File: src/rtl/seq_divider.sv
// seq_divider: iterative restoring divider producing one quotient bit per cycle.
// Define DIV_SIGNED_EN to add two's complement (DIV) support; otherwise every op is unsigned.
module seq_divider #(
    parameter int WIDTH = 32
) (
    input  logic             Clk,
    input  logic             Rst,
    input  logic             Start,
    input  logic             Signed,
    input  logic [WIDTH-1:0] Dividend,
    input  logic [WIDTH-1:0] Divisor,
    output logic             Busy,
    output logic             Done,
    output logic [WIDTH-1:0] Quotient,
    output logic [WIDTH-1:0] Remainder,
    output logic             DivByZero
);

    localparam int CNT_W = $clog2(WIDTH);
    localparam logic [CNT_W-1:0] LAST_CNT = CNT_W'(WIDTH - 1);
    localparam logic [CNT_W-1:0] CNT_ONE  = {{(CNT_W-1){1'b0}}, 1'b1};

    // S_FIX is the result stage: sign fix-up and output registration before S_DONE.
    typedef enum logic [1:0] {
        S_IDLE = 2'd0,
        S_RUN  = 2'd1,
        S_FIX  = 2'd2,
        S_DONE = 2'd3
    } state_t;

    state_t           state_r;
    state_t           state_next_s;
    logic             accept_s;
    logic             zero_div_s;

    logic [WIDTH-1:0] rem_r;
    logic [WIDTH-1:0] quo_r;
    logic [WIDTH-1:0] dsr_r;
    logic [CNT_W-1:0] cnt_r;
    logic             dz_r;

    logic [WIDTH+1:0] trial_s;
    logic [WIDTH-1:0] rem_step_s;
    logic [WIDTH-1:0] quo_step_s;
    logic             unused_trial_s;

    logic [WIDTH-1:0] dvd_mag_s;
    logic [WIDTH-1:0] dsr_mag_s;
    logic [WIDTH-1:0] quo_fin_s;
    logic [WIDTH-1:0] rem_fin_s;

    assign zero_div_s = (Divisor == {WIDTH{1'b0}});

    // State register
    always_ff @(posedge Clk) begin
        if (Rst) begin
            state_r <= S_IDLE;
        end else begin
            state_r <= state_next_s;
        end
    end

    // Next-state logic and accept decode
    always_comb begin
        state_next_s = state_r;
        accept_s     = 1'b0;
        case (state_r)
            S_IDLE: begin
                if (Start) begin
                    accept_s     = 1'b1;
                    state_next_s = zero_div_s ? S_FIX : S_RUN;
                end else begin
                    state_next_s = S_IDLE;
                end
            end
            S_RUN: begin
                if (cnt_r == LAST_CNT) begin
                    state_next_s = S_FIX;
                end else begin
                    state_next_s = S_RUN;
                end
            end
            S_FIX:   state_next_s = S_DONE;
            S_DONE:  state_next_s = S_IDLE;
            default: state_next_s = S_IDLE;
        endcase
    end

    // One shift-subtract step; the partial remainder is kept WIDTH+1 bits wide
    // so divisors above 2^(WIDTH-1) never lose the shifted-out MSB.
    always_comb begin
        trial_s    = {1'b0, rem_r, quo_r[WIDTH-1]} - {2'b00, dsr_r};
        quo_step_s = {quo_r[WIDTH-2:0], ~trial_s[WIDTH+1]};
        if (trial_s[WIDTH+1]) begin
            rem_step_s = {rem_r[WIDTH-2:0], quo_r[WIDTH-1]};
        end else begin
            rem_step_s = trial_s[WIDTH-1:0];
        end
    end

    assign unused_trial_s = trial_s[WIDTH];

`ifdef DIV_SIGNED_EN
    logic q_neg_r;
    logic r_neg_r;
    logic q_neg_s;
    logic r_neg_s;

    // Operand magnitudes and result signs for DIV
    always_comb begin
        r_neg_s = Signed & Dividend[WIDTH-1];
        q_neg_s = r_neg_s ^ (Signed & Divisor[WIDTH-1]);
        if (r_neg_s) begin
            dvd_mag_s = -Dividend;
        end else begin
            dvd_mag_s = Dividend;
        end
        if (Signed & Divisor[WIDTH-1]) begin
            dsr_mag_s = -Divisor;
        end else begin
            dsr_mag_s = Divisor;
        end
        quo_fin_s = q_neg_r ? -quo_r : quo_r;
        rem_fin_s = r_neg_r ? -rem_r : rem_r;
    end

    // Sign flags; forced clear on divide by zero so the raw results pass through
    always_ff @(posedge Clk) begin
        if (Rst) begin
            q_neg_r <= 1'b0;
            r_neg_r <= 1'b0;
        end else if (accept_s) begin
            q_neg_r <= q_neg_s & ~zero_div_s;
            r_neg_r <= r_neg_s & ~zero_div_s;
        end
    end
`else
    logic unused_signed_s;

    // Unsigned only: magnitudes are the raw operands, results need no fix-up
    always_comb begin
        dvd_mag_s = Dividend;
        dsr_mag_s = Divisor;
        quo_fin_s = quo_r;
        rem_fin_s = rem_r;
    end

    assign unused_signed_s = Signed;
`endif

    // Iteration datapath: Q holds the dividend and shifts quotient bits in from the right
    always_ff @(posedge Clk) begin
        if (Rst) begin
            rem_r <= {WIDTH{1'b0}};
            quo_r <= {WIDTH{1'b0}};
            dsr_r <= {WIDTH{1'b0}};
            cnt_r <= {CNT_W{1'b0}};
            dz_r  <= 1'b0;
        end else if (accept_s) begin
            cnt_r <= {CNT_W{1'b0}};
            dz_r  <= zero_div_s;
            if (zero_div_s) begin
                quo_r <= {WIDTH{1'b1}};
                rem_r <= Dividend;
                dsr_r <= {WIDTH{1'b0}};
            end else begin
                quo_r <= dvd_mag_s;
                rem_r <= {WIDTH{1'b0}};
                dsr_r <= dsr_mag_s;
            end
        end else if (state_r == S_RUN) begin
            quo_r <= quo_step_s;
            rem_r <= rem_step_s;
            cnt_r <= cnt_r + CNT_ONE;
        end
    end

    // Registered outputs; results load on entry to S_DONE and hold afterwards
    always_ff @(posedge Clk) begin
        if (Rst) begin
            Busy      <= 1'b0;
            Done      <= 1'b0;
            Quotient  <= {WIDTH{1'b0}};
            Remainder <= {WIDTH{1'b0}};
            DivByZero <= 1'b0;
        end else begin
            Busy <= (state_next_s != S_IDLE);
            Done <= (state_next_s == S_DONE);
            if (state_r == S_FIX) begin
                Quotient  <= quo_fin_s;
                Remainder <= rem_fin_s;
                DivByZero <= dz_r;
            end
        end
    end

endmodule
File: config.mk
export PLATFORM = sky130hd
export DESIGN_NAME = seq_divider
export DESIGN_NICKNAME = d
export VERILOG_FILES = /design/src/rtl/seq_divider.sv
export SDC_FILE = /design/constraint.sdc
export NUM_CORES = 1
export LEC_CHECK = 0
export ABC_AREA = 1
export BUFFER_PORTS_ARGS = -buffer_cell sky130_fd_sc_hd__buf_2
export CAP_MARGIN = 5
export CORE_MARGIN = 1
export CORE_UTILIZATION = 40
export CTS_BUF_LIST = sky130_fd_sc_hd__clkbuf_4 sky130_fd_sc_hd__clkbuf_8
export CTS_CLUSTER_SIZE = 40
export DETAILED_ROUTE_END_ITERATION = 8
export PLACE_DENSITY = 0.69
export SYNTH_ARGS = -nofsm -noshare
export SYNTH_HDL_FRONTEND = slang
export SYNTH_SLANG_ARGS = --single-unit
File: constraint.sdc
create_clock -name Clk -period 5.7 [get_ports Clk]
set_input_delay 1.14 -clock Clk [delete_from_list [all_inputs] [get_ports Clk]]
set_output_delay 1.14 -clock Clk [all_outputs]
set_load 0.03 [all_outputs]
==> impl_metrics.csv <==
group,metric,value,unit
synth,ys_seq_area_frac,0.3586,
grt,grt_pass1_vias,8895,
grt,grt_max_degree,94,
clocking,clock_path_buffers,2,
sta,slew_headroom,0.1986,
pwr,comb_power_share,0.401,
worst_setup_path,path_class,"input pin to flop",
run,maxCapViolations,0,
clocking,cts_setup_buffers,0,
cells_and_area,n_fill_cell,2496,
route,vias,9617,
clocking,clkTransAtPathRegs,0.10,ns
sta,final_hold_viol_count,0,
worst_setup_path,crit_path_start_kind,"input pin",
sta,min_period_over_period,0.5839,
synth,syn_inst,1481,
floorplan,core,0.02347,mm2
pwr,p_int,2.166,mW
sta,finalWorstPathRequiredPeriod,3.328,ns
worst_setup_path,cpPeakStageDelay,0.83,ns
place,hpwl,20430,um
synth,yosysTopAreaCellShare,0.3586,
worst_setup_path,cp_data_required_time,6.03,ns
worst_setup_path,cp_common_cell,"buf_4",
clocking,cts_tree,"yes",
cells_and_area,drive_gt1_frac,0.1283,
floorplan,design.die.area,0.02449,mm2
worst_setup_path,path_max_fanout,70,
cells_and_area,layout_common_cells,"342 x nand2_1, 225 x inv_1, 171 x dfxtp_1",
worst_setup_path,cp_num_buf_inv,4,
clocking,clk-insertion-delay-late,0.48,ns
route,wl_per_cell,14.51,um
worst_hold_path,worst_hold_path_type,"flop to flop",
place,portBuffers,133,
clocking,clock_tree.root_cell,"clkbuf_8",
pwr,power_switching,1.570,mW
sta,setup_tns,0,ns
cells_and_area,nets,1674,
grt,grtUsageTotal,0.2303,
clocking,cts_resized,0,
pwr,leakage,5.556,nW
floorplan,pin_count,135,
sta,fin_skew,0.01825,ns
pwr,p_clk_frac,0.237,
pwr,power_density,346.3,mW/mm2
sta,fmax,0.3004,GHz
worst_setup_path,crit_slowest_cell,"nand2_1",
route,ant_nets,0,
worst_setup_path,crit_chain,"buf_2 -> nand3_2 -> buf_4 -> inv_2 -> buf_4 -> nand2_1 -> o221ai_1 -> a21oi_1",
cells_and_area,n_antenna_cell,0,
route,totalWireLength,27590,um
sta,finalWorstSetupSlack,2.372,ns
synth,synth_area_leaders,"dfxtp_1 36%, nand2_1 13%, inv_1 8.9%",
synth,yosys_warnings,0,
pwr,power_frac_seq,0.362,
floorplan,die-width,156.5,um
synth,synth_flop_cell,"dfxtp_1",
pwr,swShare,0.4201,
synth,avgSynthCellArea,6.445,um2
route,drc_errors,0,
route,firstDrtPassIters,5,
grt,grt_pass1_wl,44690,um
sta,worst_pin_slew,1.200,ns
synth,synth_area_leader_cell,"dfxtp_1",
sta,drv_slew,0,
grt,overflow,0,
synth,ys_ff_latch,171,
status,status,"finished clean",
cells_and_area,layout_commonest_cell,"nand2_1",
floorplan,die_h,156.5,um
route,drt_iter0_drc,789,
floorplan,initial_core_util,0.4067,
place,dpl_worst_slack,1.813,ns
worst_setup_path,worstPathArrival,3.66,ns
place,gp_congestion,0.8960,
synth,async_flop_share,0,
clocking,cts_buffers,17,
route,routed_via_density,5.059,
clocking,cts.sinks,171,
synth,netlist_area,0.009545,mm2
synth,synth_fp_nets,1584,
cells_and_area,area_delta_synth_final,13.03,%
cells_and_area,fin_util,0.4596,
clocking,htreeDepth,4,
synth,synth_edf_count,0,
worst_setup_path,cp_top_family,"buffers and inverters",
floorplan,placementRows,56,
synth,synth_cell_types,37,
worst_setup_path,setup.worst_path.end_class,"flop",
sta,finalSetupViolCount,0,
clocking,ctsHoldBuffers,0,
sta,rsz0062_at_grt,"false",
grt,antenna_found_initial,0,
pwr,ir_drop,162.8,uV
[per-stage QoR]
step / instances / instance area [um2] / hold WS, ns / power (mW)
final: 1901 / 10790 / 0.4845 / 3.736
after global placement: 1871 / 10400 / 0.4541 / 2.848
after floorplan: 1481 / 9545 / 0.4453 / 2.480
after detailed placement: 1871 / 10400 / 0.4726 / 2.853
after global routing: 1901 / 10790 / 0.5052 / 3.999
after CTS: 1901 / 10790 / 0.4870 / 3.738
[logic make-up after synthesis]
logic type,Yosys count,synth area share
DFF,171,0.3586
xor gates and xnor gates,17,0.01560
adders and majority gates,35,0.04666
and+or+nand+nor,668,0.2966
AOI/OAI and AO/OA,290,0.1615
buffers and inverters,300,0.1210
[layout make-up]
cell class	count	area (um2)	area share
clock buffers	17	234.0	0.02169
repair buffers	143	740.7	0.06865
flip-flops and latches	171	3423	0.3173
inverters	228	855.8	0.07932
clock inverters	13	156.4	0.01450
multi-input cells	1010	4980	0.4616
well taps	319	399.1	0.03699
[metal layers]
layer  share of wire  global-route usage  vias up
met3           0.070             0.04154       37
li1                -                   -     4922
met5               0                   0        -
met4           0.018             0.07003        0
met2            0.44              0.3618      302
met1            0.47              0.3188     4356
[sequential cells by signal (all words and copies together), names as in the netlist]
register   flops
rem_fin_s     32
Busy           1
quo_fin_s     32
dsr_r         32
dz_r           1
Quotient      32
state_r        2
Done           1
DivByZero      1
Remainder     32
cnt_r          5
[cell usage after synthesis, drive strengths merged (2+ instances only)]
library cell	n
dfxtp	171
or2	2
nor2	167
xnor2	4
nand2	356
o221ai	7
nand3b	5
ha	34
o21bai	4
nand4	38
clkbuf	57
xor2	13
a21oi	116
o22ai	24
buf	15
nor3	9
nand3	89
o21ai	135
inv	228
[tightest hold or removal path: cells and delay by family, from the launching register on]
family             cells  cell delay, ns
DFF                    1            0.32
and+or+nand+nor        1            0.06
AOI/OAI and AO/OA      1            0.06
[final timing paths]
check	start	end	slack (ns)	cells after the start
setup / recovery	Start	quo_fin_s[23]$_SDFFE_PP0P_	2.37	8
hold / removal	dz_r$_SDFFE_PP0P_	dz_r$_SDFFE_PP0P_	0.48	2
setup reg to reg	state_r[1]$_SDFF_PP0_	quo_fin_s[23]$_SDFFE_PP0P_	2.67	8
hold reg to reg	dz_r$_SDFFE_PP0P_	dz_r$_SDFFE_PP0P_	0.48	2
[power by group through the flow]
stage	registers [mW]	logic (mW)	clock network (mW)
after floorplan	1.35	1.13	0
after CTS	1.35	1.49	0.900
after global routing	1.36	1.69	0.948
after global placement	1.38	1.47	0
final	1.35	1.50	0.886
after detailed placement	1.38	1.48	0
Note: power is estimated with default switching activity, not from simulation.
